## config.mk

```make
export PLATFORM = sky130hd
export DESIGN_NAME = fp_accum_seq
export DESIGN_NICKNAME = d
export VERILOG_FILES = /design/src/rtl/fp_accum_seq.sv
export SDC_FILE = /design/constraint.sdc
export NUM_CORES = 1
export LEC_CHECK = 0
export ABC_AREA = 1
export CORE_MARGIN = 2
export CORE_UTILIZATION = 43
export DETAILED_ROUTE_END_ITERATION = 16
export HOLD_SLACK_MARGIN = 0.02
export PLACE_DENSITY = 0.77
export SYNTH_ARGS = -nofsm -noshare
export SYNTH_HDL_FRONTEND = slang
export SYNTH_SLANG_ARGS = --single-unit
```

## constraint.sdc

```tcl
create_clock -name clk -period 1.8 [get_ports clk]
set_clock_uncertainty 0.2 [all_clocks]
set_input_delay 0.27 -clock clk [delete_from_list [all_inputs] [get_ports clk]]
set_output_delay 0.27 -clock clk [all_outputs]
set_load 0.02 [all_outputs]
```

## src/rtl/fp_accum_seq.sv

```systemverilog
// Reduction sequencer for the pipelined fp32 adder: folds a stream of terms into one sum
// by issuing one accumulator+term add per term after the first.
module fp_accum_seq #(
    parameter int unsigned LEN_W   = 8,
    parameter int unsigned TIMEOUT = 64
) (
    input  logic             clk,
    input  logic             rst,
    input  logic             i_start,
    input  logic [LEN_W-1:0] i_len,
    input  logic [31:0]      i_term,
    input  logic             i_term_vld,
    output logic             o_term_rdy,
    output logic [31:0]      o_add_a,
    output logic [31:0]      o_add_b,
    output logic             o_add_vld,
    input  logic [31:0]      i_add_res,
    input  logic             i_add_res_vld,
    input  logic             i_add_ovf,
    output logic [31:0]      o_sum,
    output logic             o_sum_vld,
    output logic             o_ovf,
    output logic             o_err,
    output logic             o_busy
);

    localparam int unsigned TmoW = $clog2(TIMEOUT + 1);

    typedef enum logic [2:0] {
        StIdle, StFirst, StNext, StWait, StDrain, StDone
    } state_e;

    state_e           state_q, state_d;
    logic [LEN_W-1:0] rem_q, rem_d;
    logic [TmoW-1:0]  tmo_q, tmo_d;
    logic [31:0]      acc_q, acc_d;
    logic [31:0]      add_a_q, add_a_d, add_b_q, add_b_d;
    logic [31:0]      sum_q, sum_d;
    logic             rdy_q, rdy_d, add_vld_q, add_vld_d, sum_vld_q, sum_vld_d;
    logic             ovf_q, ovf_d, err_q, err_d, busy_q, busy_d;
    logic             term_xfer;

    // Ready is a flop, so the handshake never depends combinationally on i_term_vld.
    assign term_xfer = i_term_vld && rdy_q;

    always_comb begin
        state_d   = state_q;
        rem_d     = rem_q;
        tmo_d     = '0;
        acc_d     = acc_q;
        add_a_d   = add_a_q;
        add_b_d   = add_b_q;
        sum_d     = sum_q;
        ovf_d     = ovf_q;
        add_vld_d = 1'b0;
        sum_vld_d = 1'b0;
        err_d     = 1'b0;
        unique case (state_q)
            StIdle: begin
                if (i_start) begin
                    rem_d = i_len;
                    ovf_d = 1'b0;
                    if (i_len == '0) begin
                        acc_d   = '0;
                        state_d = StDone;
                    end else begin
                        state_d = StFirst;
                    end
                end
            end
            StFirst: begin
                if (term_xfer) begin
                    acc_d   = i_term;
                    rem_d   = rem_q - LEN_W'(1);
                    state_d = (rem_q == LEN_W'(1)) ? StDone : StNext;
                end
            end
            StNext: begin
                if (term_xfer) begin
                    add_a_d   = acc_q;
                    add_b_d   = i_term;
                    add_vld_d = 1'b1;
                    state_d   = StWait;
                end
            end
            StWait: begin
                if (i_add_res_vld) begin
                    acc_d   = i_add_res;
                    ovf_d   = ovf_q | i_add_ovf;
                    rem_d   = rem_q - LEN_W'(1);
                    state_d = StDrain;
                end else begin
                    tmo_d = tmo_q + TmoW'(1);
                    if (tmo_d == TmoW'(TIMEOUT)) begin
                        err_d   = 1'b1;
                        state_d = StIdle;
                    end
                end
            end
            // Adder may hold valid for several cycles; only the first cycle was captured.
            StDrain: begin
                if (!i_add_res_vld) begin
                    state_d = (rem_q == '0) ? StDone : StNext;
                end
            end
            StDone: begin
                sum_d     = acc_q;
                sum_vld_d = 1'b1;
                state_d   = StIdle;
            end
            default: state_d = StIdle;
        endcase
        rdy_d  = (state_d == StFirst) || (state_d == StNext);
        busy_d = (state_d != StIdle);
    end

    always_ff @(posedge clk) begin
        if (rst) begin
            state_q   <= StIdle;
            rem_q     <= '0;
            tmo_q     <= '0;
            acc_q     <= '0;
            add_a_q   <= '0;
            add_b_q   <= '0;
            sum_q     <= '0;
            rdy_q     <= 1'b0;
            add_vld_q <= 1'b0;
            sum_vld_q <= 1'b0;
            ovf_q     <= 1'b0;
            err_q     <= 1'b0;
            busy_q    <= 1'b0;
        end else begin
            state_q   <= state_d;
            rem_q     <= rem_d;
            tmo_q     <= tmo_d;
            acc_q     <= acc_d;
            add_a_q   <= add_a_d;
            add_b_q   <= add_b_d;
            sum_q     <= sum_d;
            rdy_q     <= rdy_d;
            add_vld_q <= add_vld_d;
            sum_vld_q <= sum_vld_d;
            ovf_q     <= ovf_d;
            err_q     <= err_d;
            busy_q    <= busy_d;
        end
    end

    assign o_term_rdy = rdy_q;
    assign o_add_a    = add_a_q;
    assign o_add_b    = add_b_q;
    assign o_add_vld  = add_vld_q;
    assign o_sum      = sum_q;
    assign o_sum_vld  = sum_vld_q;
    assign o_ovf      = ovf_q;
    assign o_err      = err_q;
    assign o_busy     = busy_q;

endmodule

```

==> results.md <==
* Post-synthesis xor/xnor area fraction at 0.430%
* CP peak stage delay at approximately 0.32 ns
* Final setup vio count at 0
* Vias at 6020
* Max-cap viol count at 0
* Fin. Hold Viols at 0
* Fin crit period at 1.69 ns
* Adder-Cell Fraction of Synth Area at 0.819%
* Routing usage on met1 at between 30% and 40%
* Run status: completed
* Dpl ws at -0.200 ns
* Area of the multi-input gates at 2550 um2
* Seq cells post-synth at 152
* H-tree lvl count at 4
* Max Clk Rate at 593 MHz
* Sequential element share of the synthesized area at 49.8%
* Placed cells at 1191
* Total GRT Usage at 23.0%
* Dpl hpwl at 12800 um
* Fin crit share at 93.7%
* # rows at 43
* Simple-gate share of the synthesized area at approximately 18%
* Clock Tree Root: clkbuf_16
* Reg area at between 3000 and 4000 um2
* Clock tree buffer depth at 2
* Ratio of cells with drive above 1 in the final layout at 11.1%
* Synth Area in Compound Gates at 21.6%
* Max-slew headroom at 79.6%
* Largest fanout on the critical path at 38
* Antenna violations before repair at 0
* Largest family of logic cells by synthesized area: compound AO/OA/AOI/OAI gates
* # fillers at 1270
* CORE AREA at 13900 um2
* Grt met3 use at approximately 5.9%
* Cell Area, Synth at 6110 um2
* Die W at 123 um
* # Post-CTS Setup Buffers at 0
* First-pass GRT wire length at approximately 27000 um
* Die ar. at 15200 um2
* Number of diodes at 0
* Largest net degree at the start of global routing at 90
* Placed cell area at 8380 um2
* Met2 Use GR at 34.1%
* Core Util, Final at 64.4%
* DR iter-0 viols at 548
* Post-synthesis mux area share at 0%
* CP endpoint kind: flip-flop
* Remaining DRCs at 0
* Crit-path slowest cell: dfxtp_1
* Worst Hold Class: input pin to flip-flop
* Synth unique cells at 30
* Pins Over Slew Limit at 0
* Avg Synthesized Cell Area at 7.35 um2
* CTS tree: yes
* Post-route ant nets at 0
* Synthesized instance count at 831
* Static leakage at a little over 0.004 uW
* Yosys warnings at 0
* PwrDens at 947 nW/um2
* Design area at 8940 um2
* Area growth, synth to finish at 46.3%
* RSZ-0062 raised after global routing: true
* DR WL/cell at about 14 um
* Clock Sinks at 152
* CP required at 1.94 ns
* Vias in the first global route at 5402
* Starting Density at 44.0%
* TritonCTS buffer count at 17
* Crit Path Class: flip-flop to flip-flop
* Non-filler cells in the finished layout at about 1200
* Final WS setup at 0.113 ns
* Top Usage Layer GRT: met2
* Die Height at 123 um
* Port Buf Inserts at 179
* Hold Slack at ~0.21 ns
* Worst Tran Pin Value at between 0.3 and 0.4 ns
* VDD IR max at 0.649 mV
* Final WL at about 17000 um
* Vias/cell at 4.92
* Critical Path Source Type: flip-flop
* Critical-path cell list: inv_2 > nand2_1 > nor2_2 > nand2_2 > inv_4 > buf_12 > o21ai_0 > a21oi_1
* Clk slew on worst S/H paths at 0.06 ns
* Worst skew pair latency at 0.42 ns
* Io pins at 180
* RePlAce Congestion at just under 0.9
* Syn nets at between 900 and 1000
* Number of detailed-route iterations in the first pass at 6
* Crit path DAT at 1.83 ns
* GRT Residual Overflow at 0
* Total Nets Final at 1112
final cells by class:
cell class	instances	area share, %
timing repair buffer	228	23.8
multi-input combinational	534	28.5
inverter	97	4.17
clock inverter	15	2.10
tap	180	2.52
clock buffer	17	4.76
sequential	152	34.1
metal layers:
metal / wire, um / share of wire, %
met1: 8260 / 48
met2: 7620 / 44
met3: 1130 / 6.5
met4: 311 / 1.8
met5: 0 / 0
layout by cell type, fill, tap and decap left out, types with 8 or more instances in the layout:
cell,instances
clkdlybuf4s50_1,77
a21oi_1,78
buf_4,41
o21ai_0,139
dlygate4sd2_1,102
inv_1,88
dfxtp_1,148
buf_12,8
nand3_1,13
o21ai_1,30
nor2_1,156
clkbuf_16,17
nand2_1,74
final timing paths:
kind                                             start                       end  slack, ns  cells after the start
worst max-delay path             state_q[2]$_SDFF_PP0_  o_add_b[25]$_SDFFE_PP0P_       0.11                      8
worst min-delay path                        i_term[20]  o_add_b[20]$_SDFFE_PP0P_       0.21                      3
worst max register to register   state_q[2]$_SDFF_PP0_  o_add_b[25]$_SDFFE_PP0P_       0.11                      8
worst min register to register  o_sum[18]$_SDFFE_PP0P_    o_sum[18]$_SDFFE_PP0P_       0.24                      2
cell usage after synthesis:
cell	n	share of area, %
buf_4	2	0.25
nor2_2	1	0.10
nand3b_4	1	0.33
xor2_1	2	0.29
inv_1	90	5.5
inv_2	5	0.31
a21oi_1	78	6.4
nand2_1	80	4.9
a31oi_1	1	0.10
xnor2_1	1	0.14
o21ai_1	30	2.5
a22oi_1	1	0.12
o21ai_0	139	11
nand3_2	1	0.16
or2_2	2	0.20
nor2_1	160	9.8
ha_1	4	0.82
nand2_4	1	0.18
nand4_1	1	0.10
buf_2	12	0.98
clkbuf_1	30	1.8
o211ai_1	5	0.61
dfxtp_1	152	50
buf_1	1	0.061
buf_6	3	0.55
o21bai_1	3	0.37
inv_4	2	0.20
nor3_1	6	0.49
nand3_1	16	1.3
a21oi_2	1	0.14
power by group:
part	internal (uW)	switching, uW
combinational	521	595
clock	2220	1490
sequential	3510	135
total	6250	2220
state kept, by name (all words and copies together) (netlist names):
register	flops
o_add_a	32
o_ovf	1
o_add_b	32
o_term_rdy	1
o_sum_vld	1
o_busy	1
o_sum	32
o_add_vld	1
acc_q	32
rem_q	8
state_q	3
tmo_q	7
o_err	1
kinds of logic (layout without fill, tap and decap cells):
group | Yosys count | count (layout)
XOR/XNOR | 3 | 3
adder cells (fa/ha/maj) | 4 | 4
buffers and inverters | 145 | 357
AND/OR/NAND/NOR | 269 | 269
flip-flops | 152 | 152
AO/OA/AOI/OAI | 258 | 258
through the flow:
step                power [uW]  setup TNS, ns
finish                    8460              0
detailed placement        4800         -13.19
global route              8790         -0.340
floorplan                 4280              0
CTS                       8470              0
global placement          4780         -10.73
worst max-delay path: cells and delay by family (launching register included):
kind	cells	cell delay, ns
buf+inv	3	0.45
simple gates	3	0.41
flops	1	0.32
compound gates	2	0.23
what timing repair did:
action | CTS | global route
endpoints found under the setup margin | 130 | 76
resized for setup | 105 | 22
pin swaps | 0 | 7
hold buffers | 0 | 0
hold endpoints to repair | 0 | 0
Power figures use the tool's default switching activity.
